==> src/rtl/lcd12864_ctrl_if.sv <==
// Client write port of the ST7920-class 128x64 LCD controller.
// The client (text walker, counter display, ...) is the master and pushes
// command/data bytes; the controller is the slave and paces them with
// wr_ready. A byte moves when wr_valid and wr_ready are both high at a
// rising clock edge.
interface lcd12864_ctrl_if;
    logic       wr_valid;
    logic       wr_ready;
    logic       wr_rs;
    logic [7:0] wr_data;

    modport master (
        output wr_valid,
        output wr_rs,
        output wr_data,
        input  wr_ready
    );

    modport slave (
        input  wr_valid,
        input  wr_rs,
        input  wr_data,
        output wr_ready
    );
endinterface

==> src/rtl/lcd12864_ctrl.sv <==
// Write-only controller for an ST7920-class 128x64 LCD on an 8-bit parallel
// header. After reset it waits out LCD power-up, sends the init bytes
// 0x30, 0x0C, 0x06, 0x01 on its own, then serves client bytes from the
// valid/ready port. Every byte goes through the same timed strobe:
// setup (E low), E high, hold (E low), then a settle wait that is long
// for clear (0x01) and home (0x02) commands and short for everything else.
// All LCD pins come straight from flops so they never glitch.
module lcd12864_ctrl #(
    parameter int E_HALF_CYC    = 16,
    parameter int CMD_WAIT_CYC  = 4000,
    parameter int CLR_WAIT_CYC  = 90000,
    parameter int INIT_WAIT_CYC = 2500000
) (
    input  logic                  clk,
    input  logic                  rst_n,
    lcd12864_ctrl_if.slave        wr,
    output logic                  init_done,
    output logic                  lcd_rs,
    output logic                  lcd_rw,
    output logic                  lcd_en,
    output logic [7:0]            lcd_dat
);

    // Largest phase length decides the shared counter width.
    localparam int MAX_AB  = (E_HALF_CYC > CMD_WAIT_CYC) ? E_HALF_CYC : CMD_WAIT_CYC;
    localparam int MAX_CD  = (CLR_WAIT_CYC > INIT_WAIT_CYC) ? CLR_WAIT_CYC : INIT_WAIT_CYC;
    localparam int MAX_CYC = (MAX_AB > MAX_CD) ? MAX_AB : MAX_CD;
    localparam int CNT_W   = $clog2(MAX_CYC + 1);

    // A phase lasting N cycles ends when the counter reads N-1.
    localparam logic [CNT_W-1:0] E_LAST    = CNT_W'(E_HALF_CYC - 1);
    localparam logic [CNT_W-1:0] CMD_LAST  = CNT_W'(CMD_WAIT_CYC - 1);
    localparam logic [CNT_W-1:0] CLR_LAST  = CNT_W'(CLR_WAIT_CYC - 1);
    localparam logic [CNT_W-1:0] INIT_LAST = CNT_W'(INIT_WAIT_CYC - 1);
    localparam logic [CNT_W-1:0] CNT_ONE   = CNT_W'(1);

    // Index of the last init byte (the clear command).
    localparam logic [1:0] INIT_LAST_IDX = 2'd3;

    typedef enum logic [2:0] {
        PWR_WAIT,
        INIT_LOAD,
        SETUP,
        E_HIGH,
        HOLD,
        SETTLE,
        IDLE
    } state_t;

    state_t           state_q, state_d;
    logic [CNT_W-1:0] cnt_q, cnt_d;
    logic [1:0]       idx_q, idx_d;
    logic             init_done_q, init_done_d;
    logic             wr_ready_q, wr_ready_d;
    logic             lcd_rs_q, lcd_rs_d;
    logic             lcd_en_q, lcd_en_d;
    logic [7:0]       lcd_dat_q, lcd_dat_d;

    logic             long_settle;
    logic [CNT_W-1:0] settle_last;

    // Fixed init sequence: 8-bit basic set, display on, entry increment, clear.
    function automatic logic [7:0] init_byte(input logic [1:0] idx);
        logic [7:0] b;
        case (idx)
            2'd0:    b = 8'h30;
            2'd1:    b = 8'h0C;
            2'd2:    b = 8'h06;
            default: b = 8'h01;
        endcase
        return b;
    endfunction

    // Clear and home commands need the long settle; the decision uses the
    // byte already on the pins, which is stable for the whole write cycle.
    always_comb begin
        long_settle = 1'b0;
        settle_last = CMD_LAST;
        if (!lcd_rs_q && (lcd_dat_q == 8'h01 || lcd_dat_q == 8'h02)) begin
            long_settle = 1'b1;
        end
        if (long_settle) begin
            settle_last = CLR_LAST;
        end
    end

    // Next-state logic: sequencing of power wait, init bytes, strobe phases
    // and client acceptance. The counter restarts at zero on every state
    // change and only advances in timed states, so it never wraps.
    always_comb begin
        state_d     = state_q;
        cnt_d       = cnt_q;
        idx_d       = idx_q;
        init_done_d = init_done_q;
        lcd_rs_d    = lcd_rs_q;
        lcd_dat_d   = lcd_dat_q;

        case (state_q)
            PWR_WAIT: begin
                if (cnt_q == INIT_LAST) begin
                    state_d = INIT_LOAD;
                    cnt_d   = '0;
                end else begin
                    cnt_d = cnt_q + CNT_ONE;
                end
            end

            INIT_LOAD: begin
                lcd_rs_d  = 1'b0;
                lcd_dat_d = init_byte(idx_q);
                state_d   = SETUP;
                cnt_d     = '0;
            end

            SETUP: begin
                if (cnt_q == E_LAST) begin
                    state_d = E_HIGH;
                    cnt_d   = '0;
                end else begin
                    cnt_d = cnt_q + CNT_ONE;
                end
            end

            E_HIGH: begin
                if (cnt_q == E_LAST) begin
                    state_d = HOLD;
                    cnt_d   = '0;
                end else begin
                    cnt_d = cnt_q + CNT_ONE;
                end
            end

            HOLD: begin
                if (cnt_q == E_LAST) begin
                    state_d = SETTLE;
                    cnt_d   = '0;
                end else begin
                    cnt_d = cnt_q + CNT_ONE;
                end
            end

            SETTLE: begin
                if (cnt_q == settle_last) begin
                    cnt_d = '0;
                    if (!init_done_q && idx_q != INIT_LAST_IDX) begin
                        idx_d   = idx_q + 2'd1;
                        state_d = INIT_LOAD;
                    end else begin
                        init_done_d = 1'b1;
                        state_d     = IDLE;
                    end
                end else begin
                    cnt_d = cnt_q + CNT_ONE;
                end
            end

            IDLE: begin
                if (wr.wr_valid && wr_ready_q) begin
                    lcd_rs_d  = wr.wr_rs;
                    lcd_dat_d = wr.wr_data;
                    state_d   = SETUP;
                    cnt_d     = '0;
                end
            end

            default: begin
                state_d = PWR_WAIT;
                cnt_d   = '0;
            end
        endcase

        // Strobe and ready follow the upcoming state so they come from flops
        // and line up exactly with the state they describe.
        lcd_en_d   = (state_d == E_HIGH);
        wr_ready_d = (state_d == IDLE);
    end

    // State and output registers; reset drops E immediately and restarts the
    // whole power-up and init sequence.
    always_ff @(posedge clk or negedge rst_n) begin
        if (!rst_n) begin
            state_q     <= PWR_WAIT;
            cnt_q       <= '0;
            idx_q       <= 2'd0;
            init_done_q <= 1'b0;
            wr_ready_q  <= 1'b0;
            lcd_rs_q    <= 1'b0;
            lcd_en_q    <= 1'b0;
            lcd_dat_q   <= 8'h00;
        end else begin
            state_q     <= state_d;
            cnt_q       <= cnt_d;
            idx_q       <= idx_d;
            init_done_q <= init_done_d;
            wr_ready_q  <= wr_ready_d;
            lcd_rs_q    <= lcd_rs_d;
            lcd_en_q    <= lcd_en_d;
            lcd_dat_q   <= lcd_dat_d;
        end
    end

    assign wr.wr_ready = wr_ready_q;
    assign init_done   = init_done_q;
    assign lcd_rs      = lcd_rs_q;
    assign lcd_rw      = 1'b0;
    assign lcd_en      = lcd_en_q;
    assign lcd_dat     = lcd_dat_q;

endmodule

==> src/flat_wrapper.sv <==
// flat-port wrapper written by rule: the top's interface ports become plain ports
module lcd12864_ctrl_flat 
#(
    parameter int E_HALF_CYC    = 16,
    parameter int CMD_WAIT_CYC  = 4000,
    parameter int CLR_WAIT_CYC  = 90000,
    parameter int INIT_WAIT_CYC = 2500000
)
  (clk, rst_n, init_done, lcd_rs, lcd_rw, lcd_en, lcd_dat, wr_wr_valid, wr_wr_rs, wr_wr_data, wr_wr_ready);
  lcd12864_ctrl_if wr_i ();
  input  logic clk;
  input  logic rst_n;
  output logic init_done;
  output logic lcd_rs;
  output logic lcd_rw;
  output logic lcd_en;
  output logic [7:0] lcd_dat;
  input wire logic [$bits(wr_i.wr_valid)-1:0] wr_wr_valid;
  input wire logic [$bits(wr_i.wr_rs)-1:0] wr_wr_rs;
  input wire logic [$bits(wr_i.wr_data)-1:0] wr_wr_data;
  output wire logic [$bits(wr_i.wr_ready)-1:0] wr_wr_ready;
  assign wr_i.wr_valid = wr_wr_valid;
  assign wr_i.wr_rs = wr_wr_rs;
  assign wr_i.wr_data = wr_wr_data;
  assign wr_wr_ready = wr_i.wr_ready;
  lcd12864_ctrl #(.E_HALF_CYC(E_HALF_CYC), .CMD_WAIT_CYC(CMD_WAIT_CYC), .CLR_WAIT_CYC(CLR_WAIT_CYC), .INIT_WAIT_CYC(INIT_WAIT_CYC)) u_core (.clk(clk), .rst_n(rst_n), .wr(wr_i), .init_done(init_done), .lcd_rs(lcd_rs), .lcd_rw(lcd_rw), .lcd_en(lcd_en), .lcd_dat(lcd_dat));
endmodule
==> config.mk <==
export PLATFORM = sky130hd
export DESIGN_NAME = lcd12864_ctrl_flat
export DESIGN_NICKNAME = d
export VERILOG_FILES = /design/src/rtl/lcd12864_ctrl_if.sv /design/src/rtl/lcd12864_ctrl.sv /design/src/flat_wrapper.sv
export SDC_FILE = /design/constraint.sdc
export NUM_CORES = 1
export LEC_CHECK = 0
export CAP_MARGIN = 20
export CORE_MARGIN = 2
export CORE_UTILIZATION = 45
export DETAILED_ROUTE_END_ITERATION = 6
export GPL_ROUTABILITY_DRIVEN = 0
export GPL_TIMING_DRIVEN = 0
export PLACE_DENSITY = 0.75
export SYNTH_ARGS = -nofsm -noshare
export SYNTH_HDL_FRONTEND = slang
export SYNTH_SLANG_ARGS = --single-unit
==> constraint.sdc <==
create_clock -name clk -period 4.7 [get_ports clk]
set_input_delay 0.705 -clock clk [delete_from_list [all_inputs] [get_ports clk]]
set_output_delay 0.705 -clock clk [all_outputs]
set_load 0.02 [all_outputs]
# After elaboration in Yosys (flattened, before gate mapping)
# Index checks and enable logic that the tools add are counted.
totals:
  elab_cells: 61
  latch_bits: 0
  out_inout_bits: 13
  input_bits: 12
  register_bits: 39
  romBits: 0
  ramBits: 0
  mem_count: 0
op_classes:
  reduce_logical: 13
  shifts: 0
  div_mod_pow: 0
  n_addsub: 2
  mux: 20
  n_mul: 0
  n_eq_ne: 17
  n_lt_le_gt_ge: 0
  n_bitwise: 1
ops:
  columns: ["operator", "n"]
  rows:
  - ["22-bit two-way mux", 4]
  - ["22-bit one-hot mux with 4 select lines", 1]
  - ["22-bit by 1-bit adder with 22-bit output (second input constant)", 1]
  - ["22-bit by 17-bit equality test with 1-bit output", 1]
  - ["22-bit equality test (second input constant)", 1]
  - ["22-bit by 4-bit equality test with 1-bit output (second input constant)", 1]
  - ["3-bit two-way mux", 7]
  - ["3-bit one-hot mux with 7 select lines", 1]
  - ["6-bit one-hot mux with 3 select lines", 1]
  - ["17-bit two-way mux", 1]
  - ["8-bit one-hot mux with 2 select lines", 1]
  - ["3-bit equality test (second input constant)", 4]
  - ["3-bit by 2-bit equality test with 1-bit output (second input constant)", 3]
  - ["8-bit by 1-bit equality test with 1-bit output (second input constant)", 1]
  - ["8-bit by 2-bit equality test with 1-bit output (second input constant)", 1]
  - ["8-bit two-way mux", 1]
  - ["3-bit AND reduction", 2]
  - ["3-bit by 1-bit equality test with 1-bit output (second input constant)", 1]
  - ["1-bit logical AND", 3]
  - ["3-bit logical NOT", 1]
  - ["3-bit OR reduction", 1]
  - ["2-bit by 1-bit adder with 2-bit output (second input constant)", 1]
  - ["2-bit by 1-bit equality test with 1-bit output (second input constant)", 1]
  - ["2-bit equality test (second input constant)", 1]
  - ["other kinds (10)", 12]

# Logic depth before layout (Yosys ltp)
depth:
  depth_word: 9
  depth_mapped: 9
  depth_no_buf: 7

# Worst setup path after synthesis
# OpenSTA, ideal clock, no wires.
synth_path:
  path_kind: "register to register"
  from: "register u_core.lcd_dat_q[3] (netlist: u_core.lcd_dat[3])"
  to: "register u_core.cnt_q[19]"
  period_less_slack_ns: 2.731
  n_path_buf: 2
  setup_ns: 0.138
  path_stages_with_launch: 9
  slack_ns: 1.969
  arrival_ns: 2.593
  required_ns: 4.562
  path_cell_list: "dfrtp_1 > or4_4 > or4_4 > a2111oi_4 > o221ai_2 > buf_6 > buf_6 > a31oi_4 > a31oi_1"
synth_via:
  elab_chain_len: 8
  word_cells_on_any_way: 9
  classes_between: "3 x eq/ne; 4 x mux; 2 x reduce/logical"
synth_lines:
  columns: ["element", "line", "rtl"]
  rows:
  - ["from (decl)", "lcd12864_ctrl.sv:57", "logic [7:0] lcd_dat_q, lcd_dat_d;"]
  - ["from (signal assigned)", "lcd12864_ctrl.sv:198", "lcd_dat_q <= lcd_dat_d;"]
  - ["8-bit by 1-bit equality test with 1-bit output or 8-bit by 2-bit equality test with 1-bit output (tied branches)", "lcd12864_ctrl.sv:79", "if (!lcd_rs_q && (lcd_dat_q == 8'h01 || lcd_dat_q == 8'h02)) begin"]
  - ["1-bit logical OR *", "lcd12864_ctrl.sv:79", null]
  - ["1-bit logical AND *", "lcd12864_ctrl.sv:79", null]
  - ["1-bit two-way mux *", "lcd12864_ctrl.sv:79", null]
  - ["17-bit two-way mux *", "lcd12864_ctrl.sv:82", "if (long_settle) begin"]
  - ["22-bit by 17-bit equality test with 1-bit output *", "lcd12864_ctrl.sv:143", "if (cnt_q == settle_last) begin"]
  - ["22-bit two-way mux *", "lcd12864_ctrl.sv:143", null]
  - ["22-bit one-hot mux with 4 select lines *", "lcd12864_ctrl.sv:98", "case (state_q)"]
  - ["to (signal assigned)", "lcd12864_ctrl.sv:192", "cnt_q <= cnt_d;"]
  - ["to (decl)", "lcd12864_ctrl.sv:51", "logic [CNT_W-1:0] cnt_q, cnt_d;"]
# Mark *: on every way between the ends. The rest lies on a longest branch, timed or not.
# A chain may end at the register's enable or synchronous reset.

# Worst setup path after layout
# Ends and elaborated chain as after synthesis.

==> results.sh <==
export IMPL_status="finished, final reports clean"
export IMPL_synth_edf_count=0
export IMPL_clk_latency_ns=0.30
export IMPL_drt_initial_drc_count=148
export IMPL_clock_sinks=39
export IMPL_leakage_nw=1.11
export IMPL_io_buffers=23
export IMPL_antennaDiodeCount=0
export IMPL_critPathRequiredTime_ns=4.86
export IMPL_synthXorXnorAreaFrac_pct=1.95
export IMPL_fmax_mhz=352
export IMPL_rows=25
export IMPL_synth_area_leaders="dfrtp_1 44%, nand2_1 6.0%, a31oi_1 5.6%"
export IMPL_synth_top_flop_cell="dfrtp_1"
export IMPL_power_density_mw_per_mm2=228
export IMPL_ir_worst_vdd_uv=139
export IMPL_drcViolationCount=0
export IMPL_wire_per_inst_microns=14.3
export IMPL_layout_nets=301
export IMPL_grt_start_max_net_pins=40
export IMPL_wirelength_microns=5040
export IMPL_numCtsBuffers=5
export IMPL_overflow=0
export IMPL_yosysTopAreaCellShare_pct=43.5
export IMPL_die_area_sq_mm=0.00556
export IMPL_yosys_warnings=0
export IMPL_cts_htree_levels=2
export IMPL_areaGrowthSynthToFinish_pct=18.2
export IMPL_synth_most_common_cell="dfrtp_1"
export IMPL_syn_inst=254
export IMPL_synth_seq_cells=39
export IMPL_startpoint_type="flop"
export IMPL_cts_setup_buffers=0
export IMPL_period_share_pct=60.4
export IMPL_grt_use_total_pct=20.3
export IMPL_finalSetupTns_ns=0
export IMPL_yosys_area_top_type="dfrtp_1"
export IMPL_synth_top_family_by_area="simple AND/OR/NAND/NOR gates"
export IMPL_cts_resized=0
export IMPL_synthSimpleGateAreaFrac_pct=24.7
export IMPL_grt_pass1_vias=1824
export IMPL_slew_viol_final=0
export IMPL_clk_pin_slew_ns=0.07
export IMPL_crit_path_end_kind="flop"
export IMPL_drv_cap=0
export IMPL_path_max_fanout=10
export IMPL_netlist_area_sq_mm=0.00224
export IMPL_cts_hold_buf=0
export IMPL_fin_util_pct=55.8
export IMPL_antenna_left=0
export IMPL_tritoncts="yes"
export IMPL_placed_area_sq_mm=0.00255
export IMPL_async_reset_ff_share_pct=100
export IMPL_core_area_sq_mm=0.00475
export IMPL_antenna_found_initial=0
export IMPL_start_util_pct=47.2
export IMPL_boundaryPins=25
export IMPL_synth_compound_area_share_pct=20.7
export IMPL_fp_dieH_microns=74.6
export IMPL_min_path_type="input pin to async pin"
export IMPL_rsz0062_at_grt="no"
export IMPL_clockRootBuffer="clkbuf_8"
export IMPL_crit_arrival_ns=3.00
export IMPL_syn_nets=271
export IMPL_crit_type="flop to flop"
export IMPL_synthAdderAreaFrac_pct=2.79
export IMPL_timing_hold_ws_ns=0.510
export IMPL_viasPerCell=5.66
export IMPL_seq_area_frac_synth_pct=43.5
export IMPL_yosys_top_cells_count="39 x dfrtp_1, 36 x nand2_1, 22 x nor2_1"
export IMPL_postSynthAreaPerCell_sq_um=8.83
export IMPL_fin_crit_ns=2.84
export IMPL_worstMarginPinSlew_ns=0.970
export IMPL_grt_pass1_wl_microns=8440
export IMPL_yosys_mux_area_fraction_pct=0.670
export IMPL_num_vias=1993
export IMPL_cp_startpoint="u_core.lcd_dat[3]$_DFFE_PN0P_"
export IMPL_final_area_sq_mm=0.00265
export IMPL_instances_no_fill=352
export IMPL_dp_final_hpwl_microns=3610
export IMPL_ctsLongestPathBuffers=2
export IMPL_drive_above_1_share_pct=7.37
export IMPL_placedCellCount=344
export IMPL_first_pass_iters=5
export IMPL_synth_distinct_cells=43
export IMPL_fp_dieW_microns=74.6
export IMPL_max_slew_margin_pct=34.7
export IMPL_setup_viol_count_final=0
export IMPL_r2r_start="u_core.lcd_dat[3]$_DFFE_PN0P_"
export IMPL_fin_worst_skew_ns=0.00539
export IMPL_hold_viol_final=0
[final cells by class]
type | count | area, sq um
fillers | 466 | 2100
clock buffers | 8 | 100
repair buffers | 23 | 225
flip-flops and latches | 39 | 976
well taps | 67 | 83.8
multi-input cells | 191 | 1140
inverters | 10 | 37.5
plain buffers | 14 | 86.3
[worst max-delay path, stage by stage (launching register included)]
cell and delay, ns:
dfrtp_1 0.40, or4_4 0.54, or4_4 0.56, a2111oi_4 0.49, o221ai_2 0.18, buf_6 0.18
buf_6 0.14, a31oi_4 0.15, a31oi_1 0.06
[state kept, by name, summed over array words and instances, names as in the netlist]
| register | cells |
|---|---|
| u_core.cnt_q | 22 |
| u_core.idx_q | 2 |
| u_core.lcd_en | 1 |
| u_core.state_q | 3 |
| u_core.lcd_rs | 1 |
| u_core.lcd_dat | 8 |
| u_core.init_done | 1 |
| u_core.wr.wr_ready | 1 |
[power breakdown]
group          internal, W  switching, W  leakage (nW)   total, W
sequential        0.000335             0         0.473   0.000335
combinational   0.00000814    0.00000851         0.588  0.0000167
clock             0.000134      0.000119        0.0515   0.000253
[final timing paths]
| path | endpoint | slack, ns | cells past startpoint |
|---|---|---|---|
| worst min-delay path | u_core.cnt_q[0]$_DFFE_PN0P_ | 0.51 | 1 |
| worst max-delay path | u_core.cnt_q[19]$_DFFE_PN0P_ | 1.86 | 8 |
| min in group clk | u_core.init_done$_DFFE_PN0P_ | 0.51 | 1 |
| max in group asynchronous | u_core.cnt_q[10]$_DFFE_PN0P_ | 3.63 | 1 |
| worst max register to register | u_core.cnt_q[19]$_DFFE_PN0P_ | 1.86 | 8 |
| worst min register to register | u_core.init_done$_DFFE_PN0P_ | 0.51 | 1 |
[cells in the final DEF (no fill, tap or decap), types with 7 or more instances in the layout]
master	Yosys	layout
a21oi_1	16	16
a31oi_1	20	20
clkbuf_1	9	10
clkbuf_8	0	7
clkdlybuf4s50_1	0	22
dfrtp_1	39	39
inv_1	10	10
nand2_1	36	36
nand3_1	13	13
nor2_1	22	22
nor3_1	7	7
[metal layers]
metal / share of wire [%] / global-route usage [%] / up-vias
li1: - / - / 980
met3: 5.5 / 4.20 / 6
met4: 1.8 / 8.73 / 0
met1: 46 / 27.6 / 955
met5: 0 / 0 / -
met2: 46 / 31.7 / 52
[stage by stage]
stage	setup slack [ns]	power, W
4_1_cts	1.86	0.000610
6_report	1.86	0.000605
5_1_grt	1.76	0.000627
2_1_floorplan	1.97	0.000343
3_5_place_dp	1.88	0.000359
3_3_place_gp	1.88	0.000360
[cells by family after synthesis]
family	after synthesis
and+or+nand+nor	113
AOI/OAI and AO/OA	66
DFF	39
buffers and inverters	24
adders and majority gates	5
xor gates and xnor gates	5
other	1
muxes	1
No activity file was read; power rests on OpenSTA's default activity.
